$ cat config.mk
export PLATFORM = sky130hd
export DESIGN_NAME = nios_system_button_pio
export DESIGN_NICKNAME = d
export VERILOG_FILES = /design/src/rtl/nios_system_button_pio.sv
export SDC_FILE = /design/constraint.sdc
export NUM_CORES = 1
export LEC_CHECK = 0
export ABC_CLOCK_PERIOD_IN_PS = 1770
export BUFFER_PORTS_ARGS = -buffer_cell sky130_fd_sc_hd__buf_2
export CAP_MARGIN = 5
export CORE_MARGIN = 1
export CORE_UTILIZATION = 50
export DETAILED_ROUTE_END_ITERATION = 8
export PLACE_DENSITY = 0.76
export SLEW_MARGIN = 10
export SYNTH_ARGS = -nofsm -noshare
export SYNTH_HDL_FRONTEND = slang
export SYNTH_SLANG_ARGS = --single-unit
$ cat constraint.sdc
create_clock -name clk -period 1.77 [get_ports clk]
set_input_delay 0.0885 -clock clk [delete_from_list [all_inputs] [get_ports clk]]
set_output_delay 0.0885 -clock clk [all_outputs]
set_load 0.1 [all_outputs]
$ cat src/rtl/nios_system_button_pio.sv
// nios_system_button_pio: Avalon-MM input PIO with per-bit sync + debounce,
//   sticky edge capture (W1C) and a maskable level irq.
// Latency: reads 1 cycle; in_port to deb is DEBOUNCE_CYCLES+2 edges;
//   deb change to edge_cap/irq is 1 more edge.
// Backpressure: none; the slave always accepts, with zero wait states.
// Ports: clk, reset_n (sync, active-low), address/chipselect/write_n/writedata
//   (Avalon slave), in_port (raw pins), readdata (registered), irq (level).
module nios_system_button_pio #(
  parameter int WIDTH           = 4,
  parameter int DEBOUNCE_CYCLES = 50000,
  parameter int EDGE_MODE       = 0
) (
  input  logic             clk,
  input  logic             reset_n,
  input  logic [1:0]       address,
  input  logic             chipselect,
  input  logic             write_n,
  input  logic [31:0]      writedata,
  input  logic [WIDTH-1:0] in_port,
  output logic [31:0]      readdata,
  output logic             irq
);

  localparam int CW = $clog2(DEBOUNCE_CYCLES + 1);
  localparam logic [CW-1:0] CNT_LAST = CW'(DEBOUNCE_CYCLES - 1);

  logic [WIDTH-1:0] sync1;
  logic [WIDTH-1:0] sync2;
  logic [WIDTH-1:0] deb;
  logic [WIDTH-1:0] deb_d;
  logic [WIDTH-1:0] ev;
  logic [WIDTH-1:0] edge_cap;
  logic [WIDTH-1:0] irq_mask;
  logic [WIDTH-1:0] wdat;
  logic [WIDTH-1:0] cap_clr;
  logic             wr;
  logic [31:0]      rd_nxt;

  // Two-flop synchroniser for the asynchronous pins.
  always_ff @(posedge clk) begin
    if (!reset_n) begin
      sync1 <= '0;
      sync2 <= '0;
    end else begin
      sync1 <= in_port;
      sync2 <= sync1;
    end
  end

  // Per-bit debounce: a new level is accepted only after it has differed
  // from the stable level for DEBOUNCE_CYCLES consecutive edges.
  for (genvar i = 0; i < WIDTH; i++) begin : g_deb
    logic [CW-1:0] cnt;
    logic          deb_bit;

    always_ff @(posedge clk) begin
      if (!reset_n) begin
        cnt     <= '0;
        deb_bit <= 1'b0;
      end else if (sync2[i] == deb_bit) begin
        cnt <= '0;
      end else if (cnt == CNT_LAST) begin
        deb_bit <= sync2[i];
        cnt     <= '0;
      end else begin
        cnt <= cnt + CW'(1);
      end
    end

    assign deb[i] = deb_bit;
  end

  // Edge event on the debounced value, selected at elaboration.
  if (EDGE_MODE == 0) begin : g_rise
    assign ev = deb & ~deb_d;
  end else if (EDGE_MODE == 1) begin : g_fall
    assign ev = ~deb & deb_d;
  end else begin : g_both
    assign ev = deb ^ deb_d;
  end

  assign wr      = chipselect & ~write_n;
  assign wdat    = writedata[WIDTH-1:0];
  assign cap_clr = (wr && address == 2'd3) ? wdat : '0;

  // Set is OR-ed in after the clear so a coinciding event keeps its bit.
  always_ff @(posedge clk) begin
    if (!reset_n) begin
      deb_d    <= '0;
      edge_cap <= '0;
      irq_mask <= '0;
    end else begin
      deb_d    <= deb;
      edge_cap <= (edge_cap & ~cap_clr) | ev;
      if (wr && address == 2'd2) begin
        irq_mask <= wdat;
      end
    end
  end

  always_comb begin
    rd_nxt = '0;
    case (address)
      2'd0:    rd_nxt[WIDTH-1:0] = deb;
      2'd2:    rd_nxt[WIDTH-1:0] = irq_mask;
      2'd3:    rd_nxt[WIDTH-1:0] = edge_cap;
      default: rd_nxt = '0;
    endcase
  end

  // Read data tracks the address every cycle; chipselect only gates writes.
  always_ff @(posedge clk) begin
    if (!reset_n) begin
      readdata <= '0;
    end else begin
      readdata <= rd_nxt;
    end
  end

  // Driven only from registers, so no combinational glitches reach the CPU.
  assign irq = |(edge_cap & irq_mask);

endmodule

==> results by group <==
Status
  • Outcome: finished, violations left
  • Violated checks: negative setup slack

Synthesis
  • Number of distinct library cell variants in the gate-level netlist after synthesis: 39
  • Synthesized instance count: 453
  • Register area share after synthesis: around 45%
  • Synth Warn #: 0
  • Yosys reg bits: 92
  • Avg Inst Size Synth: 9.106 sq um
  • Synthesized cell area: ~0.0041 sq mm

Layout
  • Post-layout nets: 551
  • Most common cell after layout, fill and taps aside: sky130_fd_sc_hd__dfxtp_1
  • Commonest non-fill, non-tap cells in the layout: sky130_fd_sc_hd__dfxtp_1, sky130_fd_sc_hd__nor2_1, sky130_fd_sc_hd__xnor2_1
  • P&R area growth vs syn: 15.41%
  • Share of layout cells above drive strength 1: between 10% and 20%
  • Core utilization of the finished layout: 60.67%
  • Diode insertion count for antenna repair: 0
  • Fin area: about 0.0048 sq mm

Placed design
  • Post-detailed-placement half-perimeter wirelength: 5204 microns
  • Buffers added on ports: 18
  • Placed instance area: 0.004408 sq mm
  • Pre-CTS setup slack: -0.06056 ns
  • Final GP Congestion: roughly 0.82

Flow run
  • Max cap viols: 0

Die
  • Starting density of the core: 52.57%
  • Number of core rows: 32
  • Core box area: between 0.007 and 0.008 sq mm
  • Die height: 92.83 microns
  • Full die area: 0.008617 sq mm
  • Number of primary I/O pins: between 70 and 80
  • Chip width: 92.83 microns

Clock network
  • Number of clock buffers inserted by TritonCTS: 9
  • Clock latency on the worst-skew pair: 0.36 ns
  • Clock tree from TritonCTS: yes
  • Master cell of the clock root buffer: sky130_fd_sc_hd__clkbuf_8
  • Maximum root-to-sink buffer count: 2
  • Depth of the CTS H-tree: 3
  • Number of setup buffers added after CTS: 0
  • Clock tree sinks: 92
  • Clock input transition at the sequential cells of the worst setup and hold paths: 0.09 ns

Critical path
  • Number of stages on the worst setup path: 4
  • Max Fanout on Critical Path: 8
  • Cell mode on critical path: sky130_fd_sc_hd__or4_4
  • Nature of the critical path endpoint: register
  • Capture point of the worst reg-to-reg path: g_deb[0].cnt[5]$_SDFF_PP0_
  • Element type at the critical path start: register
  • Startpoint of the worst register-to-register path: g_deb[0].cnt[7]$_SDFF_PP0_
  • R2R depth: 4
  • Dominant delay contributor by cell family on the critical path: simple AND/OR/NAND/NOR gates
  • List of cells traversed by the critical path: or4_4, or4_4, nand3_4, nor2_1
  • Crit path buf inv count: 0
  • Startpoint of the most critical setup path: g_deb[0].cnt[7]$_SDFF_PP0_
  • Reg2reg setup slack: -0.02 ns
  • Type of the worst setup path: register to register
  • CP max stage delay: 0.57 ns
  • Required time of the critical path: ~2 ns
  • Destination of the critical timing path: g_deb[0].cnt[5]$_SDFF_PP0_
  • Crit-path slowest cell: sky130_fd_sc_hd__or4_4
  • Data arrival time at the worst-slack endpoint: 2.04 ns

Routing
  • Vias per inst: a little over 5
  • Post-route ant nets: 0
  • Drt pass-1 iters: 5
  • Mean routed wirelength per cell: 12.53 microns
  • Routed WL: ~7700 microns
  • Via total after detailed routing: 3173
  • DRC violation total after the first TritonRoute iteration: ~130
  • Drc violations: 0

Global route
  • Vias in the first global route: ~3000
  • Total track usage: between 10% and 20%
  • First-pass GRT wire length: around 13000 microns
  • Largest net degree at the start of global routing: 22
  • Antenna violations before repair: 0
  • Remaining Overflow, GRT: 0

STA
  • Tcrit/Tclk final: 101.3%
  • Measured slew at the worst slew-check pin: 0.5161 ns
  • Post-Route Skew: roughly 0.015 ns
  • RSZ-0062 raised after global routing: true
  • FMAX: about 0.56 GHz
  • Final setup vio count: 11
  • Max-slew headroom at the worst pin: 65.47%
  • Max Slew Vio Count: 0
  • Shortest period the worst path allows: between 1.5 and 2 ns
  • Worst Setup Slack, final: -0.02379 ns
  • Number of hold-slack violations in the final timing report: 0

Power
  • Power Dens Cells: 821.2 mW/mm^2
  • Clock Power Share: 37.4%
  • Switching share of total power: 27.60%
  • Leakage power: 1.714 nW
  • Net load switching power: 0.001079 W
  • Seq pwr share: 53.4%
  • Portion of total power attributed to combinational logic: under 10%
  • Internal portion of total power: 0.002831 W
  • Worst IR drop on VDD: between 0.4 and 0.5 mV

Worst hold path
  • Kind of path behind the tightest hold check: input pin to register
## worst min-delay path by stage
stage / from / end / slack (ns) / depth (start not counted)
finish: writedata[3] / irq_mask[3]$_SDFFE_PN0P_ / 0.009 / 3
global route: writedata[3] / irq_mask[3]$_SDFFE_PN0P_ / 0.04 / 3
CTS: writedata[3] / irq_mask[3]$_SDFFE_PN0P_ / 0.00007 / 3
detailed placement: in_port[0] / sync1[0]$_SDFF_PN0_ / 0.30 / 2
global placement: in_port[1] / sync1[1]$_SDFF_PN0_ / 0.30 / 2
floorplan: in_port[0] / sync1[0]$_SDFF_PN0_ / 0.22 / 1
## metrics by stage
step	hold slack [ns]	instances	power (W)	TNS [ns]
3_3_place_gp	0.3002	589	0.002477	-0.5085
6_report	0.009292	612	0.003910	-0.09692
5_1_grt	0.04081	612	0.004049	-1.180
4_1_cts	0.00007094	611	0.003929	-0.01359
3_5_place_dp	0.3007	589	0.002480	-0.6041
2_1_floorplan	0.2158	480	0.002495	0
## synthesized netlist by cell type, drive strengths merged
cell type,count,area [sq um]
dfxtp,92,1842
nor2,64,240.2
buf,31,241.5
xnor2,30,262.8
xor2,27,236.5
nand2,26,97.59
nand3,25,142.6
nor2b,19,118.9
nand4,18,112.6
nor4,15,93.84
and2,14,87.58
inv,10,37.54
clkbuf,9,33.78
nor3,9,45.04
mux2i,8,80.08
a21oi,7,35.03
and3,7,43.79
a22oi,6,45.04
or4,6,52.55
and4,4,35.03
ha,4,50.05
mux2,4,45.04
or3,4,25.02
nor4bb,3,30.03
nand4b,2,17.52
o21ai,2,10.01
o31ai,2,20.02
and4b,1,10.01
conb,1,3.750
nor4b,1,8.760
or4b,1,10.01
or4bb,1,11.26
## registers in the layout (all words and copies together) (netlist names)
name           count
deb_d              4
readdata           4
g_deb.cnt         64
edge_cap           4
sync2              4
g_deb.deb_bit      4
irq_mask           4
sync1              4
## worst reg2reg max path: stages (launching register included)
cell                      delay (ns)
sky130_fd_sc_hd__dfxtp_2        0.33
sky130_fd_sc_hd__or4_4          0.52
sky130_fd_sc_hd__or4_4          0.57
sky130_fd_sc_hd__nand3_4        0.19
sky130_fd_sc_hd__nor2_1         0.07
## final cells by class
| cell class | instances | area (sq um) |
|---|---|---|
| timing repair buffer | 52 | 357.8 |
| clock buffer | 10 | 137.6 |
| fill | 660 | 3087 |
| sequential | 92 | 1848 |
| clock inverter | 6 | 68.82 |
| inverter | 10 | 37.54 |
| multi-input combinational | 340 | 2183 |
| tap | 102 | 127.6 |
## per-layer routing
metal  vias to the layer above  track usage (%)  share of wire [%]
met5                         -                0                  0
met4                         0            7.308                1.3
met3                        11            2.956                4.3
met2                        94            32.78                 48
met1                      1468            24.73                 47
li1                       1600                -                  -
## power groups by stage
stage / clock (W) / combinational (W) / sequential (W)
6_report: 0.00146 / 0.000360 / 0.00209
5_1_grt: 0.00158 / 0.000376 / 0.00209
4_1_cts: 0.00148 / 0.000356 / 0.00209
3_5_place_dp: 0 / 0.000343 / 0.00214
3_3_place_gp: 0 / 0.000341 / 0.00214
2_1_floorplan: 0 / 0.000356 / 0.00214
## what timing repair did
action	in CTS	in global routing
endpoints found under the hold margin	5	0
gates resized for setup	3	20
pin swaps	0	19
hold buffers	5	0
gates cloned	1	1
endpoints found under the setup margin	30	45
## logic make-up (layout without fill, tap and decap cells)
kind of cell	count (synthesis)	after routing	synth area share, %
and+or+nand+nor	220	222	28.66
adders and majority gates	4	4	1.213
DFF	92	92	44.65
AOI/OAI and AO/OA	17	17	2.669
xor gates and xnor gates	57	57	12.10
muxes	12	12	3.033
buffers and inverters	50	78	7.582
other	1	28	0.09090
Power figures use the tool's default switching activity.
